$ cat config.mk
export PLATFORM = sky130hd
export DESIGN_NAME = percept_ctrl
export DESIGN_NICKNAME = d
export VERILOG_FILES = /design/src/rtl/percept_pkg.sv /design/src/rtl/percept_serdes.sv /design/src/rtl/percept_ctrl.sv
export SDC_FILE = /design/constraint.sdc
export NUM_CORES = 1
export LEC_CHECK = 0
export ABC_CLOCK_PERIOD_IN_PS = 2910
export BUFFER_PORTS_ARGS = -buffer_cell sky130_fd_sc_hd__buf_2
export CAP_MARGIN = 20
export CORE_UTILIZATION = 53
export DETAILED_ROUTE_END_ITERATION = 12
export GPL_TIMING_DRIVEN = 1
export PLACE_DENSITY = 0.79
export SYNTH_ARGS = -nofsm -noshare
export SYNTH_HDL_FRONTEND = slang
export SYNTH_SLANG_ARGS = --single-unit
$ cat constraint.sdc
create_clock -name clk -period 2.91 [get_ports clk]
set_input_delay 0.873 -clock clk [delete_from_list [all_inputs] [get_ports clk]]
set_output_delay 0.873 -clock clk [all_outputs]
set_load 0.02 [all_outputs]
$ cat src/rtl/percept_pkg.sv
// Shared state encoding and sizing helpers for the bit-serial perceptron controller.
package percept_pkg;

  typedef enum logic [2:0] {
    IDLE  = 3'd0,
    LOAD  = 3'd1,
    MAC   = 3'd2,
    FLUSH = 3'd3,
    FMAC  = 3'd4,
    READ  = 3'd5,
    DONE  = 3'd6
  } state_e;

  localparam int unsigned DEF_SIZE = 32;

  function automatic int unsigned load_len(input int unsigned size);
    return 2 * size;
  endfunction

  function automatic int unsigned read_len(input int unsigned size);
    return 4 * size + 1;
  endfunction

  function automatic int unsigned acc_w(input int unsigned size);
    return 4 * size;
  endfunction

  localparam int unsigned LOAD_LEN = load_len(DEF_SIZE);
  localparam int unsigned READ_LEN = read_len(DEF_SIZE);
  localparam int unsigned ACC_W    = acc_w(DEF_SIZE);
  localparam int unsigned CNT_W    = $clog2(READ_LEN + 1);

endpackage

$ cat src/rtl/percept_serdes.sv
// Operand parallel-to-serial register feeding the datapath, and the serial-to-parallel
// result register filled from the datapath readout (MSB first).
import percept_pkg::*;

module percept_serdes #(
  parameter int unsigned SIZE = 32
) (
  input  logic                clk,
  input  logic                nRst,
  input  logic                load_i,
  input  logic [SIZE-1:0]     a_i,
  input  logic [SIZE-1:0]     b_i,
  input  logic                shift_i,
  input  logic                cap_i,
  input  logic                sdo_i,
  output logic                ser_o,
  output logic [4*SIZE-1:0]   par_o
);

  logic [2*SIZE-1:0] sreg_q, sreg_d;
  logic [4*SIZE-1:0] res_q, res_d;

  // Next-state for the operand shifter and the result capture register.
  always_comb begin
    sreg_d = sreg_q;
    res_d  = res_q;
    if (load_i) begin
      sreg_d = {a_i, b_i};
    end else if (shift_i) begin
      // Zero fill leaves the shifter empty after a full load, so the serial line idles low.
      sreg_d = {sreg_q[2*SIZE-2:0], 1'b0};
    end else begin
      sreg_d = sreg_q;
    end
    if (cap_i) begin
      res_d = {res_q[4*SIZE-2:0], sdo_i};
    end else begin
      res_d = res_q;
    end
  end

  // Register update.
  always_ff @(posedge clk or negedge nRst) begin
    if (!nRst) begin
      sreg_q <= '0;
      res_q  <= '0;
    end else begin
      sreg_q <= sreg_d;
      res_q  <= res_d;
    end
  end

  assign ser_o = sreg_q[2*SIZE-1];
  assign par_o = res_q;

endmodule

$ cat src/rtl/percept_ctrl.sv
// Sequencing FSM for one bit-serial perceptron datapath: loads operand pairs,
// strobes the MAC, flushes the product pipeline and reads back the accumulator.
import percept_pkg::*;

module percept_ctrl #(
  parameter int unsigned SIZE = 32
) (
  input  logic                clk,
  input  logic                nRst,
  input  logic                in_valid_i,
  output logic                in_ready_o,
  input  logic [SIZE-1:0]     in_a_i,
  input  logic [SIZE-1:0]     in_b_i,
  input  logic                in_last_i,
  output logic                res_valid_o,
  input  logic                res_ready_i,
  output logic [4*SIZE-1:0]   result_o,
  output logic                busy_o,
  output logic                pc_shift_in_o,
  output logic                pc_shift_out_o,
  output logic                pc_mul_and_acc_o,
  output logic                pc_data_in_o,
  input  logic                pc_data_out_i
);

  localparam int unsigned LD_N = load_len(SIZE);
  localparam int unsigned RD_N = read_len(SIZE);
  localparam int unsigned AW   = acc_w(SIZE);
  localparam int unsigned CW   = $clog2(RD_N + 1);
  localparam logic [CW-1:0] LD_LAST = CW'(LD_N - 1);
  localparam logic [CW-1:0] RD_LAST = CW'(RD_N - 1);
  localparam logic [CW-1:0] AW_CNT  = CW'(AW);
  localparam logic [CW-1:0] ONE     = CW'(1);

  state_e        state_q, state_d;
  logic [CW-1:0] cnt_q, cnt_d;
  logic          last_q, last_d;
  logic          load_s, shift_s, cap_s;
  logic          in_ready_q, res_valid_q, busy_q;
  logic          shift_in_q, shift_out_q, mac_q;

  // Next-state, cycle counter and serdes enables.
  always_comb begin
    state_d = state_q;
    cnt_d   = cnt_q;
    last_d  = last_q;
    load_s  = 1'b0;
    shift_s = 1'b0;
    cap_s   = 1'b0;
    case (state_q)
      IDLE: begin
        if (in_valid_i && in_ready_q) begin
          state_d = LOAD;
          cnt_d   = '0;
          last_d  = in_last_i;
          load_s  = 1'b1;
        end else begin
          state_d = IDLE;
        end
      end
      LOAD: begin
        shift_s = 1'b1;
        if (cnt_q == LD_LAST) begin
          state_d = MAC;
          cnt_d   = '0;
        end else begin
          cnt_d = cnt_q + ONE;
        end
      end
      MAC: begin
        state_d = last_q ? FLUSH : IDLE;
        cnt_d   = '0;
      end
      FLUSH: begin
        if (cnt_q == LD_LAST) begin
          state_d = FMAC;
          cnt_d   = '0;
        end else begin
          cnt_d = cnt_q + ONE;
        end
      end
      FMAC: begin
        state_d = READ;
        cnt_d   = '0;
      end
      READ: begin
        // The datapath registers its serial output, so bits arrive one cycle after each shift.
        cap_s = (cnt_q != '0);
        if (cnt_q == RD_LAST) begin
          state_d = DONE;
          cnt_d   = '0;
        end else begin
          cnt_d = cnt_q + ONE;
        end
      end
      DONE: begin
        if (res_ready_i) begin
          state_d = IDLE;
        end else begin
          state_d = DONE;
        end
      end
      default: begin
        state_d = IDLE;
        cnt_d   = '0;
        last_d  = 1'b0;
      end
    endcase
  end

  // State, counter and registered outputs decoded from the next state.
  always_ff @(posedge clk or negedge nRst) begin
    if (!nRst) begin
      state_q     <= IDLE;
      cnt_q       <= '0;
      last_q      <= 1'b0;
      in_ready_q  <= 1'b1;
      res_valid_q <= 1'b0;
      busy_q      <= 1'b0;
      shift_in_q  <= 1'b0;
      shift_out_q <= 1'b0;
      mac_q       <= 1'b0;
    end else begin
      state_q     <= state_d;
      cnt_q       <= cnt_d;
      last_q      <= last_d;
      in_ready_q  <= (state_d == IDLE);
      res_valid_q <= (state_d == DONE);
      busy_q      <= (state_d != IDLE);
      shift_in_q  <= (state_d == LOAD) || (state_d == FLUSH);
      shift_out_q <= (state_d == READ) && (cnt_d < AW_CNT);
      mac_q       <= (state_d == MAC) || (state_d == FMAC);
    end
  end

  percept_serdes #(.SIZE(SIZE)) u_serdes (
    .clk     (clk),
    .nRst    (nRst),
    .load_i  (load_s),
    .a_i     (in_a_i),
    .b_i     (in_b_i),
    .shift_i (shift_s),
    .cap_i   (cap_s),
    .sdo_i   (pc_data_out_i),
    .ser_o   (pc_data_in_o),
    .par_o   (result_o)
  );

  assign in_ready_o       = in_ready_q;
  assign res_valid_o      = res_valid_q;
  assign busy_o           = busy_q;
  assign pc_shift_in_o    = shift_in_q;
  assign pc_shift_out_o   = shift_out_q;
  assign pc_mul_and_acc_o = mac_q;

endmodule

### Word level (Yosys, flattened, before mapping)

Index checks and enable logic that the tools add are counted.

* equality and inequality tests: 15
* bitwise operators: 1
* $add $sub $neg: 1
* reductions and logical operators: 12
* magnitude comparators: 1
* multiplexer cells: 19

Operators by type and width (count)
* 64-bit two-way mux: 2
* 8-bit one-hot mux with 4 select lines: 1
* 8-bit two-way mux: 3
* 3-bit one-hot mux with 7 select lines: 1
* 3-bit equality test (second input constant): 6
* 3-bit by 2-bit equality test with 1-bit output (second input constant): 4
* 3-bit two-way mux: 4
* 8-bit by 1-bit adder with 8-bit output (second input constant): 1
* 8-bit by 6-bit equality test with 1-bit output (second input constant): 1
* 8-bit equality test (second input constant): 1
* 8-bit < comparator (second input constant): 1
* 8-bit nonzero test: 1
* 3-bit by 1-bit equality test with 1-bit output (second input constant): 2
* 3-bit logical NOT: 2
* 1-bit two-way mux: 6
* 6-bit OR reduction: 1
* 3-bit nonzero test: 1
* 1-bit logical AND: 2
* 1-bit logical OR: 2
* 2-bit two-way mux: 1
* 2-bit inequality test (second input constant): 1
* 1-bit one-hot mux with 2 select lines: 1
* 2-bit AND reduction: 1
* 2-bit nonzero test: 1
* 2 further kinds: 2

* register bits: 210
* input bits: 70
* word-level logic and storage cells: 60
* output and inout port bits: 135

### Logic depth before layout (Yosys ltp)

Gate-level depths: netlist of run 1.

* depth after elaboration: 5
* gate-level depth with buffers: 7
* gate-level depth less buffers: 6

### Modules after synthesis

A second synthesis of run 1 with hierarchy kept.

* cells, all modules: 653
* area, all modules: 8793.4 sq um

By module, submodules not included
* percept_serdes: area each 7785.0 sq um, cells each 547, seq. area each 4804.6 sq um, times used 1
* percept_ctrl: area each 1008.5 sq um, cells each 106, seq. area each 451.7 sq um, times used 1

### Least setup slack after synthesis of run 1

Ideal clock, no wire load.

* kind: input to register
* start: in in_valid_i
* end: reg u_serdes.sreg_q[37]
* library setup time: 66 ps
* data required time: 2844 ps
* stages: 6
* slack: 799 ps
* path buffers: 2
* data arrival time: 2046 ps
* path through: nand2_1 nor4_1 clkbuf_1 buf_2 a22oi_1 nand2_1

* cells in the longest elaborated chain, start to end: 4
* elaborated cells on any way between the ends: 5
* those cells by class: mux (3); reduce/logical (2)

Ends and longest elaborated chain
* start: declaration: line percept_ctrl.sv:10 `input logic in_valid_i,`
* 1-bit logical AND (*): line percept_ctrl.sv:52 `if (in_valid_i && in_ready_q) begin`
* 1-bit two-way mux (*): line percept_ctrl.sv:52
* 1-bit two-way mux (*): line percept_ctrl.sv:50 `case (state_q)`
* 64-bit two-way mux or 2-bit nonzero test (tied branches)
* end signal: assignment: line percept_serdes.sv:48 `sreg_q <= sreg_d;`
* end: declaration: line percept_serdes.sv:20 `logic [2*SIZE-1:0] sreg_q, sreg_d;`

Mark *: on every way between the ends. The rest lies on a longest branch, timed or not.
A chain may end at the register's enable or synchronous reset.

### Worst setup path after layout of run 1

* start: reg state_q[1]
* end: reg u_serdes.res_q[82], in the netlist u_serdes.par_o[82]

* cells in the longest elaborated chain, start to end: 2

Ends and longest elaborated chain
* start: declaration: line percept_ctrl.sv:35 `state_e state_q, state_d;`
* start signal: assignment: line percept_ctrl.sv:124 `state_q <= state_d;`
* 3-bit equality test: line percept_ctrl.sv:50
* 1-bit two-way mux: line percept_ctrl.sv:50
* end signal: assignment: line percept_serdes.sv:49 `res_q <= res_d;`
* end: declaration: line percept_serdes.sv:21 `logic [4*SIZE-1:0] res_q, res_d;`

No other way between the ends.

==> flow_summary.yaml, run 1 <==
timing:
  fmaxAchievable_ghz: 0.4298
  slew_headroom: 0.6090
  setup_repair_after_global_routing_missed_its_margin: "no"
  fin_tns_setup_ns: 0
  final-hold-violation-count: 0
  final.min_clock_period_ns: 2.326
  max_slew.worst_pin.slew_ns: 0.5852
  fin_crit_sh: 0.7995
  finalSetupViolations: 0
  fin_skew_ns: 0.006819
  maxSlewViolCount: 0
placed_design:
  placement.io_buffers: 204
  place.detailed.instances: 1052
  finalWeightedCongestion: 0.8454
  dp_hpwl_um: 11900
finish:
  multiInputGateArea_sq_um: 2953
  layout-drive-gt1-share: 0.4540
  fill_cells: 1170
  final_nets: 937
  flow.area_growth_from_synthesis_pct: 26.27
  layout.cells.non_filler: 1094
  regArea_sq_um: 5256
worst_setup_path:
  cpLargestDelayFamily: "simple AND/OR/NAND/NOR gates"
  crit_type: "reg -> reg"
  critical_path.slowest_cell: "dfrtp_1"
  critical_path.max_stage_delay_ns: 0.53
  worst_ep_required_time_ns: 3.28
  critPathLaunchType: "flip-flop"
  worstPathCellList: "nand2b_1 > or2_2 > a21oi_4 > buf_4 > mux2_2"
  timing.critical_path.fanout_max: 15
  timing.critical_path.buf_inv: 1
  timing.critical_path.to_type: "flip-flop"
  critical_path_arrival_ns: 2.69
cts:
  tritoncts_clock_tree: "done"
  cts.repair_timing.setup_buffer_count: 0
  cts_resized: 0
  clkSinkCount: 210
  cts_hold_repair.buffers: 0
  cts_made_buffers: 22
  cts-root-to-sink-buffers: 3
  clk_latency_ns: 0.49
  h-tree-depth: 1
  cts_root_buf: "clkbuf_16"
  clkTransAtPathRegs_ns: 0.06
pwr:
  p_int_mw: 4.833
  ir_drop_mv: 0.4701
  p_per_area_nw_per_um2: 566.2
  seq_power_share: 0.487
  power.share.switching: 0.1935
  power.net_switching_mw: 1.160
  p_leak_nw: 5.841
  pwr-share-clk: 0.494
  share_of_power_burned_in_combinational_logic: 0.019
global_route:
  grt_antenna_before_repair: 2
  grt_start_max_net_pins: 68
  groute.usage.overall: 0.2217
  grt_pass1_vias: 5705
  global_route.overflow_total: 0
  wire_length_of_the_first_global_routing_pass_um: 29120
yosys:
  yosysSeqAreaShare: 0.6271
  yosysWarningCount: 0
  post_synth.cell_area_avg_sq_um: 12.80
  synth_edf_count: 0
  synth_ff_type: "dfrtp_1"
  mapped_cell_area_sq_um: 8382
  synth.ff_latch_count: 210
  synth_cell_types: 42
  syn_inst: 655
  synthesized_netlist_net_count: 727
  postSynth.asyncResetShare: 1.000
routing:
  drc_errors: 0
  wire_per_inst_um: 16.24
  dr_total_vias: 5808
  routed_via_density: 5.309
  detailedRoute.firstPassIterationCount: 5
  drt-initial-drc-count: 351
  postRouteAntennaNets: 0
  wl_um: 17760
floorplan:
  die-area_sq_um: 16320
  chipWidth_um: 127.8
  fp.coreArea_sq_um: 15310
  design.portCount: 205
  die_height_um: 127.8
  initial_cell_density_of_the_core: 0.5473
  fp-row-count: 45
hold_path:
  min-delay-path-class: "in -> async"
run_status:
  outcome: "completed"
job:
  drv_cap: 0
final cells by class:
| cell class | count | area share |
|---|---|---|
| diodes | 2 | 0.0004729 |
| clock buffers | 29 | 0.05935 |
| clock inverters | 11 | 0.01466 |
| inverters | 10 | 0.003547 |
| multi-input cells | 398 | 0.2790 |
| flip-flops and latches | 210 | 0.4966 |
| well taps | 211 | 0.02494 |
| repair buffers | 223 | 0.1214 |
layer usage:
layer,vias up,routed length [um],GRT usage
li1,2739,-,-
met1,2879,7719,0.3003
met2,156,8689,0.3629
met3,34,833,0.04007
met4,0,520,0.07543
met5,-,0,0
layout by cell type, fill, tap and decap left out, drive strengths merged, types with 4 or more instances in the layout:
cell type / n
a21oi: 5
a22oi: 62
buf: 222
bufinv: 4
clkbuf: 30
clkinv: 7
dfrtp: 209
inv: 10
mux2: 129
nand2: 132
nand2b: 5
nand3: 6
nor2: 4
o21ai: 9
o22ai: 4
state kept, by name (all words and copies together), names as in the netlist:
| signal | flops |
|---|---|
| pc_mul_and_acc_o | 1 |
| cnt_q | 8 |
| u_serdes.sreg_q | 64 |
| pc_shift_in_o | 1 |
| busy_o | 1 |
| last_q | 1 |
| state_q | 3 |
| u_serdes.par_o | 128 |
| in_ready_o | 1 |
| pc_shift_out_o | 1 |
| res_valid_o | 1 |
cells in the mapped netlist (2+ instances only):
| cell type | n | area, sq um |
|---|---|---|
| inv_1 | 10 | 37.54 |
| or3_1 | 2 | 12.51 |
| or2_2 | 2 | 12.51 |
| nand2b_1 | 5 | 31.28 |
| nor2b_1 | 2 | 12.51 |
| buf_2 | 18 | 90.09 |
| and3_1 | 3 | 18.77 |
| clkbuf_1 | 19 | 71.32 |
| nand2_1 | 132 | 495.5 |
| ha_1 | 2 | 25.02 |
| nand4_1 | 3 | 18.77 |
| nand3_1 | 5 | 25.02 |
| and2_1 | 3 | 18.77 |
| a31oi_1 | 2 | 12.51 |
| dfrtp_1 | 209 | 5230 |
| mux2i_1 | 2 | 20.02 |
| a21oi_1 | 5 | 25.02 |
| nor4_1 | 2 | 12.51 |
| mux2_2 | 129 | 1453 |
| o21ai_0 | 9 | 45.04 |
| nor3_1 | 2 | 10.01 |
| o22ai_1 | 4 | 25.02 |
| a22oi_1 | 62 | 465.5 |
| a211oi_1 | 2 | 15.01 |
| nor2_1 | 4 | 15.01 |
worst paths after layout:
| path | startpoint | cells after the start | slack [ns] | to |
|---|---|---|---|---|
| max in group asynchronous | nRst | 2 | 1.87 | in_ready_o$_DFF_PN1_ |
| max reg2reg | state_q[1]$_DFF_PN0_ | 5 | 0.58 | u_serdes.par_o[82]$_DFFE_PN0P_ |
| min reg2reg | u_serdes.sreg_q[52]$_DFFE_PN0P_ | 2 | 0.47 | u_serdes.sreg_q[52]$_DFFE_PN0P_ |
| min | nRst | 1 | 0.32 | u_serdes.sreg_q[16]$_DFFE_PN0P_ |
| min in group clk | u_serdes.sreg_q[52]$_DFFE_PN0P_ | 2 | 0.47 | u_serdes.sreg_q[52]$_DFFE_PN0P_ |
| max | state_q[1]$_DFF_PN0_ | 5 | 0.58 | u_serdes.par_o[82]$_DFFE_PN0P_ |
stage by stage:
step | cell area, sq um | power (mW) | util | hold slack (ns) | setup slack, ns
finish | 10580 | 5.993 | 0.6911 | 0.3187 | 0.5836
global route | 10580 | 6.204 | 0.6911 | 0.3349 | 0.4422
CTS | 10580 | 6.079 | 0.6908 | 0.3198 | 0.5630
detailed placement | 9796 | 3.090 | 0.6396 | 0.4629 | 0.5670
global placement | 9796 | 3.088 | 0.6396 | 0.4523 | 0.6130
floorplan | 8382 | 2.975 | - | 0.4457 | 0.7986
power groups by stage:
| stage | clock network, mW | logic [mW] | registers, mW |
|---|---|---|---|
| 2_1_floorplan | 0 | 0.00112 | 2.97 |
| 3_3_place_gp | 0 | 0.115 | 2.97 |
| 3_5_place_dp | 0 | 0.116 | 2.97 |
| 4_1_cts | 3.04 | 0.117 | 2.92 |
| 5_1_grt | 3.16 | 0.129 | 2.92 |
| 6_report | 2.96 | 0.111 | 2.92 |
cells by family (layout without fill, tap and decap cells):
kind of cell,after synthesis,in the layout,synth area share
multiplexers,131,131,0.1757
AND/OR/NAND/NOR,170,170,0.08822
buffers and inverters,47,273,0.02374
adder cells (fa/ha/maj),2,2,0.002985
flip-flops,210,210,0.6271
other,0,2,0
AO/OA/AOI/OAI,95,95,0.08225
Note: power is estimated with default switching activity, not from simulation.
==> run 2, diff against run 1 <==
--- a/config.mk
+++ b/config.mk
@@ -5,13 +5,14 @@
 export SDC_FILE = /design/constraint.sdc
 export NUM_CORES = 1
 export LEC_CHECK = 0
-export ABC_CLOCK_PERIOD_IN_PS = 2910
+export ABC_AREA = 1
+export ABC_CLOCK_PERIOD_IN_PS = 2200
 export BUFFER_PORTS_ARGS = -buffer_cell sky130_fd_sc_hd__buf_2
 export CAP_MARGIN = 20
-export CORE_UTILIZATION = 53
+export CORE_UTILIZATION = 54
 export DETAILED_ROUTE_END_ITERATION = 12
 export GPL_TIMING_DRIVEN = 1
-export PLACE_DENSITY = 0.79
+export PLACE_DENSITY = 0.8
 export SYNTH_ARGS = -nofsm -noshare
 export SYNTH_HDL_FRONTEND = slang
 export SYNTH_SLANG_ARGS = --single-unit
==> constraint.sdc (replaced) <==
create_clock -name clk -period 2.2 [get_ports clk]
set_input_delay 0.66 -clock clk [delete_from_list [all_inputs] [get_ports clk]]
set_output_delay 0.66 -clock clk [all_outputs]
set_load 0.02 [all_outputs]
==> run 2 against run 1 <==
Synthesized cell count rose by 49%. Critical path depth decreased by 4. Sequential share of layout area fell by 0.80 points. Sequential power rose by 59%. Global-route usage increased by 2.5 points. Combinational power increased to 16 times the previous value. Synthesized area rose by 4.4%. Core utilization is 1.1 points lower.
==> flow_summary.yaml, run 2 <==
pwr:
  p_int_mw: 7.303
  share_of_power_burned_in_combinational_logic: 0.176
  pwr-share-clk: 0.371
  ir_drop_mv: 0.6610
  power.share.switching: 0.2871
  power.net_switching_mw: 2.941
  p_per_area_nw_per_um2: 952.2
  p_leak_nw: 6.295
  seq_power_share: 0.453
timing:
  fin_skew_ns: 0.007259
  finalHoldWorstSlack_ns: 0.1012
  maxSlewViolCount: 0
  fin_crit_sh: 0.8346
  final.min_clock_period_ns: 1.836
  fmaxAchievable_ghz: 0.5446
  slew_headroom: 0.6358
  finalSetupViolations: 0
  max_slew.worst_pin.slew_ns: 0.5464
  final-hold-violation-count: 0
  fin_tns_setup_ns: 0
  setup_repair_after_global_routing_missed_its_margin: "no"
placed_design:
  finalWeightedCongestion: 0.8372
  placed_area_sq_um: 10000
  placement.io_buffers: 204
  dp_hpwl_um: 12790
  place.detailed.instances: 1352
routing:
  detailedRoute.firstPassIterationCount: 5
  postRouteAntennaNets: 0
  drt-initial-drc-count: 535
  wire_per_inst_um: 14.76
  dr_total_vias: 7450
  routed_via_density: 5.352
  wl_um: 20550
  drc_errors: 0
cts:
  cts_hold_repair.buffers: 0
  cts_resized: 0
  clkSinkCount: 210
  h-tree-depth: 1
  cts_made_buffers: 22
  cts.repair_timing.setup_buffer_count: 0
  cts-root-to-sink-buffers: 3
  clkTransAtPathRegs_ns: 0.06
  cts_root_buf: "clkbuf_16"
  clk_latency_ns: 0.49
  tritoncts_clock_tree: "done"
finish:
  mostFrequentLayoutCell: "nand2_1"
  most-common-layout-cells: "nand2_1, dfrtp_1, buf_2"
  layout.cells.non_filler: 1392
  fill_cells: 1198
  layout-drive-gt1-share: 0.2391
  stdcell_area_sq_um: 10760
  largest_reg_flops: 128
  final_nets: 1232
  flow.area_growth_from_synthesis_pct: 22.88
yosys:
  most_common_cell_in_the_synthesized_netlist: "nand2_1"
  post_synth_main_area_contributors: "dfrtp_1, nand2_1, nand3_1"
  synth_common_cells: "nand2_1, dfrtp_1, nand3_1, a22oi_1, buf_2"
  synth.ff_latch_count: 210
  synthesized_netlist_net_count: 1045
  postSynth.asyncResetShare: 1.000
  yosysSeqAreaShare: 0.6004
  synth_area_leader_cell: "dfrtp_1"
  yosysWarningCount: 0
  mapped_cell_area_sq_um: 8755
  synth_edf_count: 0
  synth_ff_type: "dfrtp_1"
  synth_top_cell_area_share: 0.5974
  synth_cell_types: 25
  post_synth.cell_area_avg_sq_um: 8.998
  syn_inst: 973
floorplan:
  chipWidth_um: 129.3
  die_height_um: 129.3
  fp-row-count: 46
  initial_cell_density_of_the_core: 0.5531
  fp.coreArea_sq_um: 15830
  design.portCount: 205
  die-area_sq_um: 16730
worst_setup_path:
  critical_path.max_stage_delay_ns: 0.53
  worstPathCellList: "buf_2"
  critPathLaunchType: "flip-flop"
  timing.critical_path.to_type: "output pin"
  timing.critical_path.fanout_max: 2
  worst_ep_required_time_ns: 1.54
  critical_path.slowest_cell: "dfstp_2"
  crit_type: "reg -> out"
  critical_path_arrival_ns: 1.18
  timing.critical_path.buf_inv: 1
  cpLargestDelayFamily: "flip-flops"
global_route:
  wire_length_of_the_first_global_routing_pass_um: 33370
  grt_pass1_vias: 6891
  grt_antenna_before_repair: 1
  global_route.overflow_total: 0
  grt_start_max_net_pins: 125
  groute.usage.overall: 0.2467
job:
  drv_cap: 0
run_status:
  outcome: "completed"
hold_path:
  min-delay-path-class: "in -> async"
-- run 2: cell types whose count changed in the layout (fill, tap and decap cells not counted), moves of 3 or more --
cell and change:
nand2_1 +286, inv_1 +12, nand2b_1 -5, mux2_2 -129
nand2_2 +4, and3_1 -3, o22ai_1 -4, nor2_2 +4
and2_1 -3, nor2_1 +15, xor2_1 +3, inv_2 +6
nand3_1 +133
-- run 2: area by class of cell --
type | count | area [sq um] | area share
diodes | 1 | 2.502 | 0.0002326
clock buffers | 30 | 651.9 | 0.06060
clock inverters | 9 | 101.3 | 0.009421
inverters | 28 | 105.1 | 0.009770
multi-input cells | 675 | 3073 | 0.2856
flip-flops and latches | 210 | 5256 | 0.4886
well taps | 216 | 270.3 | 0.02512
repair buffers | 223 | 1297 | 0.1206
-- run 2: per-layer routing --
| metal | wire [um] | GRT usage | vias up |
|---|---|---|---|
| met1 | 8731 | 0.3344 | 3630 |
| li1 | - | - | 3541 |
| met3 | 1349 | 0.05285 | 42 |
| met2 | 9935 | 0.3963 | 237 |
| met5 | 0 | 0 | - |
| met4 | 535 | 0.08304 | 0 |
-- run 2: worst reg2reg max path, stage by stage (launching register included) --
cell and delay [ns]:
dfrtp_1 0.39, inv_1 0.10, ha_1 0.15, nand2_1 0.06, nor2_2 0.16, nand2_4 0.09, nand2_4 0.28, buf_12 0.30
nand2_1 0.11, nand2_1 0.07
-- run 2: final timing paths --
path	start	endpoint	slack [ns]	depth (start not counted)
min	nRst	u_serdes.par_o[27]$_DFFE_PN0P_	0.10	1
max reg2reg	cnt_q[0]$_DFFE_PN0P_	u_serdes.par_o[84]$_DFFE_PN0P_	0.42	9
max	in_ready_o$_DFF_PN1_	in_ready_o	0.36	1
min in group clk	res_ready_i	res_valid_o$_DFF_PN0_	0.37	2
max in group asynchronous	nRst	in_ready_o$_DFF_PN1_	1.44	2
min reg2reg	u_serdes.sreg_q[29]$_DFFE_PN0P_	u_serdes.sreg_q[29]$_DFFE_PN0P_	0.48	2
-- run 2: power by group through the flow --
stage	clock (mW)	sequential, mW	combinational, mW
5_1_grt	4.02	4.69	2.04
3_3_place_gp	0	4.67	1.76
6_report	3.80	4.64	1.81
2_1_floorplan	0	4.65	1.30
3_5_place_dp	0	4.69	1.81
4_1_cts	3.87	4.63	1.83
-- run 2: metrics by stage --
stage | total power [mW] | utilization | worst slack (ns)
2_1_floorplan | 5.952 | - | 0.7492
6_report | 10.24 | 0.6797 | 0.3639
4_1_cts | 10.32 | 0.6795 | 0.3449
3_3_place_gp | 6.425 | 0.6319 | 0.4779
5_1_grt | 10.74 | 0.6797 | 0.2295
3_5_place_dp | 6.496 | 0.6319 | 0.4234
-- run 2: cell families after synthesis --
kind of cell             after synthesis  share of synthesized area
flip-flops                           210                     0.6004
adder cells (fa/ha/maj)                2                   0.002858
XOR/XNOR                               3                   0.003002
AO/OA/AOI/OAI                         81                    0.06589
buffers and inverters                 88                    0.05088
AND/OR/NAND/NOR                      589                     0.2770
==> run 3, diff against run 2 <==
--- a/config.mk
+++ b/config.mk
@@ -6,7 +6,7 @@
 export NUM_CORES = 1
 export LEC_CHECK = 0
 export ABC_AREA = 1
-export ABC_CLOCK_PERIOD_IN_PS = 2200
+export ABC_CLOCK_PERIOD_IN_PS = 1800
 export BUFFER_PORTS_ARGS = -buffer_cell sky130_fd_sc_hd__buf_2
 export CAP_MARGIN = 20
 export CORE_UTILIZATION = 54
==> constraint.sdc (replaced) <==
create_clock -name clk -period 1.8 [get_ports clk]
set_input_delay 0.54 -clock clk [delete_from_list [all_inputs] [get_ports clk]]
set_output_delay 0.54 -clock clk [all_outputs]
set_load 0.02 [all_outputs]
==> run 3 against run 2 <==
Critical path depth did not move. Largest cell class unchanged. Global-route usage shrank 0.43 points. Sequential share of layout area down 0.057 points. Setup slack got worse by 0.27 ns. Largest power group unchanged. Highest routed layer unchanged.
==> flow_summary.yaml, run 3 (same netlist as run 2, synthesis figures left out) <==
finish:
  regArea_sq_um: 5256
  multiInputGateArea_sq_um: 3073
  stdcell_area_sq_um: 10770
  layout-drive-gt1-share: 0.2385
  antennaDiodeCount: 0
  most-common-layout-cells: "nand2_1, dfrtp_1, buf_2"
  mostFrequentLayoutCell: "nand2_1"
  largest_reg_flops: 128
  fill_cells: 1253
  flow.area_growth_from_synthesis_pct: 23.02
  final_nets: 1238
cts:
  cts.repair_timing.setup_buffer_count: 0
  h-tree-depth: 1
  clkSinkCount: 210
  tritoncts_clock_tree: "done"
  cts-root-to-sink-buffers: 3
  cts_root_buf: "clkbuf_16"
  clkTransAtPathRegs_ns: 0.06
  cts_made_buffers: 22
  clk_latency_ns: 0.49
timing:
  fmaxAchievable_ghz: 0.5863
  fin_skew_ns: 0.01402
  slew_headroom: 0.7121
  maxSlewViolCount: 0
  fin_crit_sh: 0.9476
  finalSetupViolations: 0
  finalHoldWorstSlack_ns: 0.2587
  final.min_clock_period_ns: 1.706
  setup_repair_after_global_routing_missed_its_margin: "no"
  fin_tns_setup_ns: 0
  final-hold-violation-count: 0
  max_slew.worst_pin.slew_ns: 0.4319
worst_setup_path:
  critPathLaunchType: "flip-flop"
  reg2reg_to: "u_serdes.par_o[70]$_DFFE_PN0P_"
  r2r_cells: 9
  timing.critical_path.buf_inv: 1
  cpLargestDelayFamily: "flip-flops"
  worst_ep_required_time_ns: 1.26
  critical_path_arrival_ns: 1.17
  rr_startpoint: "cnt_q[0]$_DFFE_PN0P_"
  setup_slack_of_the_most_critical_reg_to_reg_path_ns: 0.18
  critical_path.slowest_cell: "dfstp_2"
  timing.critical_path.to_type: "output pin"
  crit_type: "reg -> out"
  timing.critical_path.fanout_max: 2
  critical_path.max_stage_delay_ns: 0.52
  worstPathCellList: "buf_2"
  count_of_cell_instances_traversed_by_the_critical_path: 1
global_route:
  wire_length_of_the_first_global_routing_pass_um: 32890
  groute.usage.overall: 0.2423
  grt_antenna_before_repair: 0
  grt_pass1_vias: 6830
  global_route.overflow_total: 0
  grt_start_max_net_pins: 65
routing:
  detailedRoute.firstPassIterationCount: 5
  wl_um: 20200
  routed_via_density: 5.293
  dr_total_vias: 7379
  wire_per_inst_um: 14.49
  postRouteAntennaNets: 0
  drt-initial-drc-count: 454
  drc_errors: 0
hold_path:
  worstHoldEndpoint: "res_valid_o$_DFF_PN0_"
  holdPathStages: 2
  min-delay-path-class: "in -> reg"
  hold_path_startpoint: "res_ready_i"
run_status:
  outcome: "completed"
floorplan:
  chipWidth_um: 129.3
  fp-row-count: 46
  design.portCount: 205
  die-area_sq_um: 16730
  die_height_um: 129.3
  initial_cell_density_of_the_core: 0.5531
  fp.coreArea_sq_um: 15830
placed_design:
  placement.io_buffers: 204
  placed_area_sq_um: 10060
  finalWeightedCongestion: 0.8435
  dp_hpwl_um: 12980
job:
  drv_cap: 0
pwr:
  p_leak_nw: 6.304
  p_per_area_nw_per_um2: 1142
  ir_drop_mv: 0.6473
  report.power.total_mw: 12.30
-- run 3: final cells by class --
cell class | count | share of cell area
clock inverter | 5 | 0.004647
clock buffer | 31 | 0.05994
multi-input combinational | 675 | 0.2853
tap | 216 | 0.02509
timing repair buffer | 229 | 0.1272
inverter | 28 | 0.009758
sequential | 210 | 0.4880
-- run 3: metal layers --
| metal | share of wire | GRT usage | up-vias |
|---|---|---|---|
| met5 | 0 | 0 | - |
| met4 | 0.025 | 0.07751 | 0 |
| met3 | 0.070 | 0.05037 | 45 |
| met2 | 0.47 | 0.3798 | 243 |
| met1 | 0.44 | 0.3399 | 3538 |
| li1 | - | - | 3553 |
-- run 3: metrics by stage --
step	cells	utilization	setup WS, ns
2_1_floorplan	973	-	0.3644
3_3_place_gp	1357	0.6359	0.2356
3_5_place_dp	1357	0.6359	0.1911
4_1_cts	1394	0.6805	0.06967
5_1_grt	1394	0.6805	0.01264
6_report	1394	0.6805	0.09438
-- run 3: power breakdown --
| group | leakage [nW] | total [mW] | internal, mW | switching (mW) |
|---|---|---|---|---|
| Combinational | 3.09 | 2.25 | 0.843 | 1.41 |
| Sequential | 2.86 | 5.68 | 5.31 | 0.364 |
| Clock | 0.347 | 4.37 | 2.62 | 1.75 |
| Total | 6.30 | 12.3 | 8.77 | 3.52 |
-- run 3: worst max-delay path by stage --
stage / from / endpoint / slack (ns)
floorplan: cnt_q[0]$_DFFE_PN0P_ / u_serdes.par_o[101]$_DFFE_PN0P_ / 0.36
global placement: cnt_q[0]$_DFFE_PN0P_ / u_serdes.par_o[126]$_DFFE_PN0P_ / 0.24
detailed placement: cnt_q[0]$_DFFE_PN0P_ / u_serdes.par_o[127]$_DFFE_PN0P_ / 0.19
CTS: in_ready_o$_DFF_PN1_ / in_ready_o / 0.07
global route: cnt_q[0]$_DFFE_PN0P_ / u_serdes.par_o[70]$_DFFE_PN0P_ / 0.01
finish: in_ready_o$_DFF_PN1_ / in_ready_o / 0.09
-- run 3: timing repair --
action	in CTS	in global routing
hold endpoints to repair	1	0
gates resized for setup	0	0
hold buffers	1	0
